===== src/rtl/reset_seq_ctrl.sv =====
// Staged reset-release sequencer: qualifies PLL lock/init, releases NUM_STAGES domains in order,
// re-asserts on fault with SS/Flash*Freeze deferral. Optional RESET_SEQ_REVERSE_ASSERT_EN drains stages top-down.
module reset_seq_ctrl #(
  parameter int NUM_STAGES  = 4,
  parameter int STAGE_DLY   = 16,
  parameter int LOCK_FILTER = 8
) (
  input  logic                  CLK,
  input  logic                  EXT_RST_N,
  input  logic                  PLL_LOCK,
  input  logic                  INIT_DONE,
  input  logic                  SS_BUSY,
  input  logic                  FF_US_RESTORE,
  input  logic                  SW_RST_REQ,
  output logic [NUM_STAGES-1:0] STAGE_RST_N,
  output logic                  SEQ_DONE,
  output logic [2:0]            SEQ_STATE
);

  localparam int FW = $clog2(LOCK_FILTER) + 1;
  localparam int DW = $clog2(STAGE_DLY) + 1;
  localparam int IW = $clog2(NUM_STAGES) + 1;

  localparam logic [FW-1:0] FILT_TC = FW'(LOCK_FILTER - 1);
  localparam logic [DW-1:0] DLY_TC  = DW'(STAGE_DLY - 1);
  localparam logic [IW-1:0] IDX_END = IW'(NUM_STAGES);

  typedef enum logic [2:0] {
    S_WAIT_LOCK = 3'd0,
    S_RELEASE   = 3'd1,
    S_RUN       = 3'd2,
    S_HOLD      = 3'd3,
    S_ASSERT    = 3'd4,
    S_DRAIN     = 3'd5
  } state_t;

  state_t                  state_q, state_d;
  logic [FW-1:0]           filt_q, filt_d;
  logic [DW-1:0]           dly_q, dly_d;
  logic [IW-1:0]           idx_q, idx_d;
  logic [NUM_STAGES-1:0]   stage_q, stage_d;
  logic                    done_q, done_d;
  logic                    pend_q, pend_d;

  logic good, fault, gate, fire;

  assign good  = PLL_LOCK & INIT_DONE;
  assign fault = !good | SW_RST_REQ;
  assign gate  = SS_BUSY | FF_US_RESTORE;

  always_comb begin
    state_d = state_q;
    filt_d  = filt_q;
    dly_d   = dly_q;
    idx_d   = idx_q;
    stage_d = stage_q;
    done_d  = done_q;
    pend_d  = pend_q;
    fire    = 1'b0;

    case (state_q)
      S_WAIT_LOCK: begin
        pend_d = 1'b0;
        if (!good) begin
          filt_d = '0;
        end else if (filt_q == FILT_TC) begin
          state_d = S_RELEASE;
          filt_d  = '0;
          dly_d   = '0;
          idx_d   = '0;
        end else begin
          filt_d = filt_q + 1'b1;
        end
      end

      S_RELEASE: begin
        // Fault takes priority over a terminal-count stage release.
        if (fault) begin
          if (gate) begin
            state_d = S_HOLD;
            pend_d  = 1'b1;
          end else begin
            fire = 1'b1;
          end
        end else if (idx_q == IDX_END) begin
          state_d = S_RUN;
          done_d  = 1'b1;
        end else if (dly_q == DLY_TC) begin
          for (int k = 0; k < NUM_STAGES; k++)
            if (idx_q == IW'(k)) stage_d[k] = 1'b1;
          idx_d = idx_q + 1'b1;
          dly_d = '0;
        end else begin
          dly_d = dly_q + 1'b1;
        end
      end

      S_RUN: begin
        if (fault) begin
          if (gate) begin
            state_d = S_HOLD;
            pend_d  = 1'b1;
          end else begin
            fire = 1'b1;
          end
        end
      end

      S_HOLD: begin
        // Pending fault is sticky: only the gate dropping lets it through.
        if (pend_q && !gate) fire = 1'b1;
      end

      S_ASSERT: begin
        state_d = S_WAIT_LOCK;
        filt_d  = '0;
      end

`ifdef RESET_SEQ_REVERSE_ASSERT_EN
      S_DRAIN: begin
        if (dly_q == DLY_TC) begin
          dly_d = '0;
          for (int k = 0; k < NUM_STAGES; k++)
            if (idx_q == IW'(k + 1)) stage_d[k] = 1'b0;
          idx_d = idx_q - 1'b1;
          if (idx_q == IW'(1)) begin
            state_d = S_WAIT_LOCK;
            filt_d  = '0;
          end
        end else begin
          dly_d = dly_q + 1'b1;
        end
      end
`endif

      default: begin
        state_d = S_WAIT_LOCK;
        filt_d  = '0;
      end
    endcase

    if (fire) begin
      pend_d = 1'b0;
      done_d = 1'b0;
      filt_d = '0;
      dly_d  = '0;
`ifdef RESET_SEQ_REVERSE_ASSERT_EN
      // idx tracks how many low bits still remain to be drained.
      stage_d[NUM_STAGES-1] = 1'b0;
      idx_d = IW'(NUM_STAGES - 1);
      if (NUM_STAGES == 1) state_d = S_WAIT_LOCK;
      else                 state_d = S_DRAIN;
`else
      stage_d = '0;
      state_d = S_ASSERT;
`endif
    end
  end

  always_ff @(posedge CLK or negedge EXT_RST_N) begin
    if (!EXT_RST_N) begin
      state_q <= S_WAIT_LOCK;
      filt_q  <= '0;
      dly_q   <= '0;
      idx_q   <= '0;
      stage_q <= '0;
      done_q  <= 1'b0;
      pend_q  <= 1'b0;
    end else begin
      state_q <= state_d;
      filt_q  <= filt_d;
      dly_q   <= dly_d;
      idx_q   <= idx_d;
      stage_q <= stage_d;
      done_q  <= done_d;
      pend_q  <= pend_d;
    end
  end

  assign STAGE_RST_N = stage_q;
  assign SEQ_DONE    = done_q;
  assign SEQ_STATE   = state_q;

endmodule


===== config.mk =====
export PLATFORM = sky130hd
export DESIGN_NAME = reset_seq_ctrl
export DESIGN_NICKNAME = d
export VERILOG_FILES = /design/src/rtl/reset_seq_ctrl.sv
export SDC_FILE = /design/constraint.sdc
export NUM_CORES = 1
export LEC_CHECK = 0
export BUFFER_PORTS_ARGS = -buffer_cell sky130_fd_sc_hd__buf_4
export CAP_MARGIN = 10
export CORE_MARGIN = 8
export CORE_UTILIZATION = 64
export CTS_BUF_LIST = sky130_fd_sc_hd__clkbuf_2 sky130_fd_sc_hd__clkbuf_4 sky130_fd_sc_hd__clkbuf_8
export CTS_CLUSTER_SIZE = 16
export DETAILED_ROUTE_END_ITERATION = 12
export GPL_TIMING_DRIVEN = 0
export PLACE_DENSITY = 0.86
export SKIP_LAST_GASP = 1
export SYNTH_ARGS = -nofsm -noshare
export SYNTH_HDL_FRONTEND = slang
export SYNTH_SLANG_ARGS = --single-unit

===== constraint.sdc =====
create_clock -name CLK -period 4.43 [get_ports CLK]
set_input_delay 0.443 -clock CLK [delete_from_list [all_inputs] [get_ports CLK]]
set_output_delay 0.443 -clock CLK [all_outputs]
set_load 0.005 [all_outputs]

## Yosys cells after proc, flatten, opt, wreduce, memory -nomap -nowiden

Index checks and enable logic that the tools add are counted.

- Bits in writable memories: 0
- Register bits after elaboration: 21
- Memories: 0
- Memory bits (read-only): 0
- Bits in latches: 0
- Output and inout port bits: 8

- Divide/modulo/power cells: 0
- Add/sub/neg operators: 3
- Multipliers: 0
- Magnitude comparators: 0
- Eq/ne operators: 26
- Reductions and logical operators: 26
- Muxes and demuxes: 46
- Bitwise operators: 3
- Shift operators: 0

Operators by type and width:

| cell | count |
|---|---|
| $mux W3 | 12 |
| $mux W4 | 8 |
| $mux W5 | 6 |
| $reduce_and A5 Y1 | 6 |
| $reduce_bool A2 Y1 | 8 |
| $ne A3 B3 Y1 const B | 5 |
| $mux W1 | 14 |
| $ne A2 B2 Y1 const B | 7 |
| $eq A3 B2 Y1 const B | 4 |
| $pmux W3 S4 | 1 |
| $pmux W5 S2 | 1 |
| $pmux W4 S2 | 1 |
| $eq A3 B1 Y1 const B | 2 |
| $logic_not A3 Y1 | 2 |
| $ne A3 B1 Y1 const B | 2 |
| $pmux W3 S2 | 1 |
| $reduce_and A3 Y1 | 2 |
| $reduce_and A6 Y1 | 1 |
| $reduce_bool A3 Y1 | 2 |
| $add A5 B1 Y5 const B | 1 |
| $eq A5 B4 Y1 const B | 1 |
| $add A4 B1 Y4 const B | 1 |
| $eq A4 B3 Y1 const B | 1 |
| $ne A2 B1 Y1 const B | 2 |
| other kinds (10) | 13 |

## Logic depth before layout (Yosys ltp)

Gate-level depths: netlist (run 1).

- Word-level depth: 7
- Mapped depth: 6
- Depth with buffers taken out: 6

## Least setup slack after synthesis (run 1)

Ideal clock, no wire load.

- Path type: flip-flop to flip-flop
- Start point: reg idx_q[0]
- End point: reg dly_q[0]
- Stages on the path, launching flop included: 7
- Arrival: 1668 ps
- Slack: 2637 ps
- Data required time: 4305 ps
- Buffers on the path: 0
- Cell sequence: dfrtp_1 > inv_1 > ha_1 > and4b_1 > o21ai_1 > nor4b_4 > mux2_4

- Longest elaborated chain between the ends: 3

RTL lines:

| item | line | RTL |
|---|---|---|
| start, declared | 40 | `logic [IW-1:0] idx_q, idx_d;` |
| start signal, assigned | 173 | `idx_q <= idx_d;` |
| $eq A3 B3 Y1 | 85 | `end else if (idx_q == IDX_END) begin` |
| $ne A3 B3 Y1 (no source line) | - |  |
| $reduce_and A5 Y1 (no source line) | - |  |
| end signal, assigned | 172 | `dly_q <= dly_d;` |
| end, declared | 39 | `logic [DW-1:0] dly_q, dly_d;` |

Every way passes these cells.
A chain may end at the register's enable or synchronous reset.

## Worst setup path in the final report (run 1)

Ends and elaborated chain as after synthesis.

==> results of run 1 <==
## repair_timing
item / 4_1_cts / 5_1_grt
setup buffers: 0 / 0
hold buffers: 1 / 0
endpoints found under the hold margin: 12 / 0
## kinds of logic (layout without fill, tap and decap cells)
family	count (synthesis)	in the layout	share of synthesized area
adder cells (fa/ha/maj)	7	7	0.0670
XOR/XNOR	1	1	0.00670
buffers and inverters	12	31	0.0383
flip-flops	21	21	0.402
AO/OA/AOI/OAI	35	35	0.183
multiplexers	5	5	0.0469
AND/OR/NAND/NOR	55	55	0.256
## state kept, by name, indices dropped and copies added, names as in the netlist
register,cells
SEQ_DONE,1
SEQ_STATE,3
STAGE_RST_N,4
dly_q,5
filt_q,4
idx_q,3
pend_q,1
## cell type report
cell class                      count  area [µm²]
Clock buffer                        3        22.5
Inverter                            7        26.3
Buffer                              5        23.8
Sequential cell                    21         526
Multi-Input combinational cell    103         732
Fill cell                         141         458
Timing Repair Buffer               15         115
Clock inverter                      1        5.00
Tap cell                           27        33.8
## power by group through the flow
stage	registers (W)	logic, W	clock network (W)
floorplan	0.000255	0.000210	0
global placement	0.000261	0.000269	0
detailed placement	0.000263	0.000277	0
CTS	0.000259	0.000278	0.0000945
global route	0.000265	0.000312	0.000103
finish	0.000260	0.000277	0.0000918
## layer usage
metal / wire, µm / part of all wire / up-vias
met2: 1380 / 0.50 / 28
met3: 152 / 0.055 / 2
met4: 6 / 0.0022 / 0
met5: 0 / 0 / -
met1: 1240 / 0.45 / 543
li1: - / - / 542
## how the worst max path moves through the flow
| stage | end | startpoint | slack [ps] |
|---|---|---|---|
| 2_1_floorplan | dly_q[0] | idx_q[0] | 2640 |
| 3_3_place_gp | dly_q[1] | idx_q[0] | 2480 |
| 3_5_place_dp | dly_q[1] | idx_q[0] | 2440 |
| 4_1_cts | dly_q[0] | idx_q[0] | 2430 |
| 5_1_grt | dly_q[0] | idx_q[0] | 2290 |
| 6_report | dly_q[0] | idx_q[0] | 2430 |
## per-stage QoR
step | power [W] | hold WS, ps | std cells | worst slack, ps
2_1_floorplan | 0.000464 | 147 | 136 | 2640
3_3_place_gp | 0.000530 | 338 | 177 | 2480
3_5_place_dp | 0.000540 | 344 | 177 | 2440
4_1_cts | 0.000632 | 518 | 182 | 2430
5_1_grt | 0.000680 | 557 | 182 | 2290
6_report | 0.000629 | 515 | 182 | 2430
## worst reg2reg max path, delay by kind of cell (launching register included)
family	cells	cell delay, ps
flip-flops	1	420
AND/OR/NAND/NOR	2	600
adder cells (fa/ha/maj)	1	250
buffers and inverters	1	100
AO/OA/AOI/OAI	1	200
multiplexers	1	340
## cells in the final DEF (no fill, tap or decap), drive strengths merged, types with 2 or more instances in the layout
| cell type | Yosys | routed |
|---|---|---|
| and3b | 2 | 2 |
| o221ai | 2 | 2 |
| nor4 | 2 | 2 |
| buf | 4 | 18 |
| o21ai | 6 | 6 |
| dfrtp | 21 | 21 |
| nand2 | 8 | 8 |
| nand4b | 2 | 2 |
| mux2i | 2 | 2 |
| clkbuf | 1 | 4 |
| nand3 | 2 | 2 |
| nor2 | 17 | 17 |
| nor3 | 5 | 5 |
| o211ai | 2 | 2 |
| a31oi | 5 | 5 |
| a21oi | 11 | 11 |
| or3 | 2 | 2 |
| a22o | 2 | 2 |
| ha | 7 | 7 |
| inv | 7 | 7 |
| mux2 | 3 | 3 |
| nand3b | 4 | 4 |
| and3 | 3 | 3 |
==> impl_metrics.tcl, run 1 <==
set metrics [dict create \
    status "finished clean" \
    viasPerCell 6.13 \
    fp.dieH_um 61.2 \
    io_buffers 14 \
    vdd.ir_drop.worst_uv 358 \
    rr_startpoint "idx_q[0]" \
    yosys_warnings 0 \
    drc 0 \
    final_core_util 0.764 \
    cellPowerDensity_nw_per_um2 424 \
    grt_antenna_before_repair 0 \
    rsz0062_at_grt "no" \
    place_area_um2 1450 \
    met3_usage 0.0564 \
    avgSynthCellArea_um2 9.61 \
    finalMaxSlewViolations 0 \
    yosysTopAreaCell "dfrtp_1" \
    use_met1 0.216 \
    ff2ff_setup_slack_ps 2430 \
    maxSlewHeadroom 0.672 \
    grt_max_degree 22 \
    r2r_end "dly_q[0]" \
    wirelength_mm 2.79 \
    ctsRootBufferMaster "clkbuf_4" \
    power_frac_seq 0.413 \
    synth-edff-count 0 \
    slowest_delay_ps 420 \
    cpLargestDelayFamily "simple AND/OR/NAND/NOR gates" \
    hold_viol 0 \
    cts.sinks 21 \
    worst_setup_hold_path_clk_slew_ps 110 \
    ys_top_cells_by_area "dfrtp_1 (40%), ha_1 (6.7%), nor2_1 (4.9%)" \
    drt_pass1_iterations 4 \
    wl_per_cell_um 15.3 \
    min_path_type "flip-flop to flip-flop" \
    synth_most_common_cell "dfrtp_1" \
    io_pins 15 \
    p_switching_w 0.000248 \
    initial_core_util 0.673 \
    combPwrFrac 0.441 \
    cts_resized 0 \
    async_flop_share 1.00 \
    synth.yosys.seq_area_share 0.402 \
    area_growth_pct 13.5 \
    netlist_instances 136 \
    synth_area_um2 1310 \
    fin_skew_ps 3.47 \
    min_path_cells 2 \
    grt_pass1_wl_mm 4.85 \
    ys.flop_type "dfrtp_1" \
    cp_max_fo 5 \
    htreeDepth 1 \
    critPathSlowestCell "dfrtp_1" \
    top_usage_layer "met2" \
    finalCritPeriodShare 0.452 \
    final_area_um2 1480 \
    row_count 16 \
    cts_tree "yes" \
    ff2ff_path_depth 6 \
    die-area_um2 3750 \
    fin_nets 170 \
    synth_common_cells "dfrtp_1 (21), nor2_1 (17), a21oi_1 (10), nand2_1 (8)" \
    required_ps 4630 \
    diodes 0 \
    worstMarginPinSlew_ps 490 \
    cts_buffers 3 \
    max_cap_viol_count 0 \
    clock_path_buffers 2 \
    fin_crit_ps 2000 \
    worstHoldStart "STAGE_RST_N[1]" \
    start_kind "flip-flop" \
    crit_arrival_ps 2200 \
    die_w_um 61.2 \
    synth-seq-cells 21 \
    vias 1115 \
    place.gp.congestion 0.912 \
    critPathKind "flip-flop to flip-flop" \
    final_antenna_net_count 0 \
    synth_cell_types 47 \
    whs_endpoint "STAGE_RST_N[1]" \
    clk_latency_ps 310 \
    critical_path.cell_chain "inv_1, ha_1, and4b_1, o21ai_1, nor4b_4, mux2_4" \
    syn_nets 150 \
    fmax_mhz 500 \
    drive_gt1_frac 0.226 \
    core_um2 1940 \
    p_int_w 0.000381 \
    cp_num_cells 6 \
    grt_use_met2 0.270 \
    setup-violations-final 0 \
    hpwlAfterDp_mm 2.14 \
    cp-end-kind "flip-flop" \
    leakagePower_nw 0.707 \
    swShare 0.395 \
    grt.total_usage 0.170 \
    grt_overflow_total 0 \
    tns_ps 0 \
    cp_num_buf_inv 1 \
    grt_pass1_vias 1088 \
    drtIter0Drc 31 \
    pwr-share-clk 0.146 \
    synth_largest_type_area_fraction 0.402 \
]
(Power assumes the default switching activity.)
==> run 2: changes to the inputs <==
- ABC_AREA: default -> 1
- CORE_UTILIZATION: 64 -> 60
- PLACE_DENSITY: 0.86 -> 0.81
- clock period: 4.43 -> 2.01 ns (I/O delays scaled with it)
==> run 2 against run 1 <==
Effect of this change: combinational power rose to 3.4 times the previous value; synthesized cell count grew 38%; worst setup slack worse by 2000 ps; non-clock buffer count down 4; register-to-register slack got worse by 2000 ps; critical path depth rose by 4; critical endpoint unchanged; core utilization fell by 5.2 points; first-iteration DRC count is 35% higher.
==> impl_metrics.tcl, run 2 <==
set metrics [dict create \
    status "finished clean" \
    leakagePower_nw 0.859 \
    cts_buffers 3 \
    grt_max_degree 22 \
    max_cap_viol_count 0 \
    cp_max_fo 7 \
    fin_nets 222 \
    rsz0062_at_grt "no" \
    tns_ps 0 \
    die-area_um2 4130 \
    ys_top_cells_by_area "dfrtp_1 (38%), nand2_1 (11%), nand3_1 (9.7%)" \
    async_flop_share 1.00 \
    place.gp.congestion 0.894 \
    grt_antenna_before_repair 0 \
    cts_tree "yes" \
    htreeDepth 1 \
    start_kind "flip-flop" \
    worstMarginPinSlew_ps 296 \
    critPathMostFrequentCell "nand2_4" \
    io_buffers 14 \
    ctsRootBufferMaster "clkbuf_4" \
    fin_crit_ps 1570 \
    slowest_delay_ps 500 \
    viasPerCell 5.29 \
    yosys_warnings 0 \
    min_path_type "primary input to flip-flop" \
    startpoint "SEQ_STATE[2]" \
    p_switching_w 0.000830 \
    power_frac_seq 0.354 \
    drt_pass1_iterations 4 \
    critical_path.cell_chain "nor2_4, nand2_4, nand2_4, nand2_2, nand2_2, inv_2, nand2_4, nand2_4, nand2_1, nand2_1" \
    synth_cell_types 22 \
    vias 1242 \
    required_ps 2220 \
    clk_latency_ps 310 \
    largest_reg_flops 5 \
    row_count 17 \
    grt_pass1_wl_mm 5.21 \
    fin_skew_ps 2.63 \
    cp_num_buf_inv 1 \
    synth_largest_type_area_fraction 0.376 \
    synth-edff-count 0 \
    area_growth_pct 12.7 \
    pwr-share-clk 0.116 \
    critPathSlowestCell "dfrtp_1" \
    cp-end-kind "flip-flop" \
    grt.total_usage 0.152 \
    layout_common_cells "nand2_1 (41), inv_1 (29), nand3_1 (27), dfrtp_1 (21), nor2_1 (19)" \
    place_area_um2 1540 \
    fmax_mhz 638 \
    hpwlAfterDp_mm 2.25 \
    ys.flop_type "dfrtp_1" \
    hold_viol 0 \
    dp.cells 230 \
    final_area_um2 1580 \
    drtIter0Drc 42 \
    synth_area_um2 1400 \
    post_cts_buffers 0 \
    finalCritPeriodShare 0.780 \
    cpLargestDelayFamily "simple AND/OR/NAND/NOR gates" \
    synth-seq-cells 21 \
    grt_overflow_total 0 \
    cts.sinks 21 \
    vdd.ir_drop.worst_uv 707 \
    synth.yosys.seq_area_share 0.376 \
    wl_per_cell_um 12.2 \
    drc 0 \
    worst_setup_hold_path_clk_slew_ps 120 \
    cts_resized 0 \
    drive_gt1_frac 0.188 \
    worstHoldStart "SW_RST_REQ" \
    fp.dieH_um 64.3 \
    core_um2 2210 \
    grt_pass1_vias 1224 \
    combPwrFrac 0.530 \
    maxSlewHeadroom 0.802 \
    critPathKind "flip-flop to flip-flop" \
    synth_common_cells "nand2_1 (41), inv_1 (29), nand3_1 (27), dfrtp_1 (21), nor2_1 (19)" \
    netlist_instances 188 \
    rr_startpoint "SEQ_STATE[2]" \
    final_common_cell "nand2_1" \
    io_pins 15 \
    cellPowerDensity_nw_per_um2 1130 \
    die_w_um 64.3 \
    swShare 0.468 \
    syn_nets 202 \
    top_register "dly_q" \
    clock_path_buffers 2 \
    yosysTopAreaCell "dfrtp_1" \
    setup-violations-final 0 \
    avgSynthCellArea_um2 7.43 \
    finalMaxSlewViolations 0 \
    synth_most_common_cell "nand2_1" \
    p_int_w 0.000945 \
    fillers 180 \
    fin_cells 235 \
    initial_core_util 0.632 \
    wirelength_mm 2.87 \
    diodes 0 \
    crit_arrival_ps 1780 \
    final_antenna_net_count 0 \
]
## run 2: changes by cell type after synthesis, moves of 5 or more
| cell | delta |
|---|---|
| nand4_1 | +6 |
| nor2_4 | +5 |
| o21ai_0 | -5 |
| nand3_1 | +25 |
| inv_1 | +22 |
| nand2_2 | +6 |
| nand2_1 | +33 |
## run 2: final cells by class
cell class / count / area, µm² / area share
multi-input cells: 135 / 744 / 0.473
flip-flops and latches: 21 / 526 / 0.334
inverters: 31 / 116 / 0.0739
repair buffers: 15 / 115 / 0.0731
well taps: 28 / 35.0 / 0.0222
clock buffers: 3 / 22.5 / 0.0143
plain buffers: 1 / 11.3 / 0.00715
clock inverters: 1 / 5.00 / 0.00318
## run 2: logic make-up (layout without fill, tap and decap cells)
family	count (synthesis)	after routing	synth area share
compound gates	9	9	0.0331
xor+xnor	2	2	0.0125
simple gates	117	117	0.424
flops	21	21	0.376
buf+inv	32	51	0.0913
fa+ha+maj	7	7	0.0627
## run 2: timing repair
item                                    in CTS  in global routing
hold buffers                                 1                  0
endpoints found under the hold margin       21                  0
endpoints found under the setup margin       0                  0
## run 2: path summary, 6_finish.rpt
path,slack [ps],to,cells past startpoint
worst max-delay path,440,dly_q[0],10
worst min-delay path,270,SEQ_DONE,4
worst max register to register,440,dly_q[0],10
worst min register to register,520,STAGE_RST_N[2],2
max in group asynchronous,1500,idx_q[0],2
min in group asynchronous,300,SEQ_STATE[0],2
## run 2: per-stage QoR
stage | hold WS [ps] | utilization | total power [W] | setup slack [ps]
finish | 268 | 0.712 | 0.00178 | 442
global route | 269 | 0.712 | 0.00194 | 270
CTS | 254 | 0.712 | 0.00179 | 432
detailed placement | 99.7 | 0.695 | 0.00158 | 458
global placement | 93.0 | 0.695 | 0.00155 | 495
floorplan | -94.6 | - | 0.00132 | 620
## run 2: worst reg2reg max path, stage by stage (launching register included)
cell and delay [ps]:
dfrtp_1 500, nor2_4 250, nand2_4 110, nand2_4 90, nand2_2 50, nand2_2 90
inv_2 90, nand2_4 110, nand2_4 70, nand2_1 70, nand2_1 50
## run 2: routing by layer
layer	track usage	routed length, µm	vias up	part of all wire
met5	0	0	-	0
li1	-	-	636	-
met4	0.0654	39	0	0.014
met3	0.0279	127	5	0.044
met2	0.251	1370	27	0.48
met1	0.189	1330	574	0.46
## run 2: power groups by stage
stage                     Combinational (W)  Clock, W  Sequential (W)
after floorplan                    0.000696         0        0.000621
after global placement             0.000920         0        0.000628
after detailed placement           0.000942         0        0.000636
after CTS                          0.000946  0.000217        0.000628
after global routing                0.00107  0.000232        0.000642
final                              0.000941  0.000206        0.000628
==> run 3: changes to the inputs <==
- clock period: 2.01 -> 1.65 ns (I/O delays scaled with it)
==> run 3 against run 2 <==
Effect of this change: design area is 2.3% higher; clock power grew 24%; maximum frequency increased by 0.98%; sequential power rose by 22%; critical path depth unchanged; critical path type unchanged; highest routed layer unchanged.
==> impl_metrics.tcl, run 3 (synthesis gave the netlist of run 2 again) <==
set metrics [dict create \
    drtIter0Drc 40 \
    layout_common_cells "nand2_1 (41), inv_1 (29), nand3_1 (26), dfrtp_1 (20), nor2_1 (18)" \
    cp_max_fo 6 \
    fmax_mhz 644 \
    fillers 169 \
    fin_crit_ps 1550 \
    cts_buffers 3 \
    finalCritPeriodShare 0.941 \
    place.gp.congestion 0.894 \
    hold_viol 0 \
    die_w_um 64.3 \
    dp_slack_ps 98.1 \
    crit_arrival_ps 1770 \
    grt.total_usage 0.152 \
    final_common_cell "nand2_1" \
    initial_core_util 0.632 \
    leakagePower_nw 0.878 \
    wirelength_mm 2.95 \
    start_kind "flip-flop" \
    p_total_w 0.00223 \
    whs_ps 233 \
    viasPerCell 5.42 \
    swShare 0.465 \
    finalMaxSlewViolations 0 \
    grt_pass1_vias 1224 \
    power_frac_seq 0.343 \
    final_antenna_net_count 0 \
    critPathKind "flip-flop to flip-flop" \
    area_growth_pct 15.3 \
    tns_ps 0 \
    cts_tree "yes" \
    grt_pass1_wl_mm 5.21 \
    io_buffers 14 \
    ff_latch_area_um2 527 \
    multi_input_area_um2 757 \
    htreeDepth 1 \
    drc 0 \
    vdd.ir_drop.worst_uv 903 \
    drive_gt1_frac 0.219 \
    core_um2 2210 \
    ctsRootBufferMaster "clkbuf_4" \
    setup-violations-final 0 \
    grt_use_met2 0.251 \
    use_met1 0.189 \
    grt_antenna_before_repair 0 \
    largest_reg_flops 5 \
    worstMarginPinSlew_ps 309 \
    p_int_w 0.00119 \
    cp-end-kind "flip-flop" \
    row_count 17 \
    diodes 0 \
    clock_path_buffers 2 \
    fin_nets 225 \
    wl_per_cell_um 12.4 \
    hpwlAfterDp_mm 2.25 \
    clk_latency_ps 310 \
    p_switching_w 0.00104 \
    status "finished clean" \
    grt_max_degree 22 \
    fp.dieH_um 64.3 \
    worst_setup_hold_path_clk_slew_ps 120 \
    grt_overflow_total 0 \
    pwr-share-clk 0.114 \
    ff2ff_setup_slack_ps 100 \
    die-area_um2 4130 \
    maxSlewHeadroom 0.793 \
    io_pins 15 \
    fin_skew_ps 3.89 \
    cts.sinks 21 \
    max_cap_viol_count 0 \
    required_ps 1870 \
    vias 1291 \
    met3_usage 0.0279 \
    top_register "dly_q" \
    drt_pass1_iterations 4 \
    combPwrFrac 0.543 \
    setup_slack_ps 97.0 \
    top_usage_layer "met2" \
    min_path_type "primary input to flip-flop" \
    cellPowerDensity_nw_per_um2 1380 \
]
## run 3: power groups by stage
stage / clock network, W / registers (W) / logic (W)
final: 0.000255 / 0.000765 / 0.00121
after detailed placement: 0 / 0.000774 / 0.00115
after global routing: 0.000282 / 0.000781 / 0.00136
after CTS: 0.000264 / 0.000765 / 0.00115
after floorplan: 0 / 0.000757 / 0.000848
after global placement: 0 / 0.000765 / 0.00112
## run 3: final timing paths
path / cells past startpoint / start / to
worst max-delay path: 10 / SEQ_STATE[0] / dly_q[0]
worst min-delay path: 4 / SW_RST_REQ / SEQ_DONE
worst max register to register: 10 / SEQ_STATE[0] / dly_q[0]
worst min register to register: 2 / STAGE_RST_N[2] / STAGE_RST_N[2]
max in group asynchronous: 2 / EXT_RST_N / SEQ_STATE[1]
min in group asynchronous: 2 / EXT_RST_N / SEQ_STATE[0]
## run 3: area by class of cell
| class | instances | share of cell area |
|---|---|---|
| Inverter | 31 | 0.0722 |
| Tap cell | 28 | 0.0217 |
| Buffer | 1 | 0.00699 |
| Timing Repair Buffer | 18 | 0.0854 |
| Sequential cell | 21 | 0.327 |
| Multi-Input combinational cell | 135 | 0.470 |
| Clock inverter | 1 | 0.00311 |
| Clock buffer | 3 | 0.0140 |
## run 3: critical path: stages, from the launching register on
cell     delay [ps]
dfrtp_1         500
inv_1           190
nand3_2         150
nand2_4          90
nand2_2          50
nand2_2          90
inv_2            90
nand2_4         110
nand2_4          70
nand2_1          70
nand2_1          50
## run 3: through the flow
stage          std cells  utilization  cell area (µm²)
2_1_floorplan        188            -             1400
3_3_place_gp         230        0.695             1540
3_5_place_dp         230        0.695             1540
4_1_cts              235        0.712             1580
5_1_grt              238        0.729             1610
6_report             238        0.729             1610
## run 3: repair_timing
| item | in CTS | in global routing |
|---|---|---|
| buffers inserted | 0 | 3 |
| hold buffers | 1 | 0 |
| resized for setup | 0 | 4 |
| hold endpoints to repair | 21 | 0 |
| setup endpoints to repair | 0 | 8 |
## run 3: metal layers
layer  wire length, µm  vias up
li1                  -      644
met1              1280      593
met2              1410       47
met3               202        7
met4                45        0
met5                 0        -
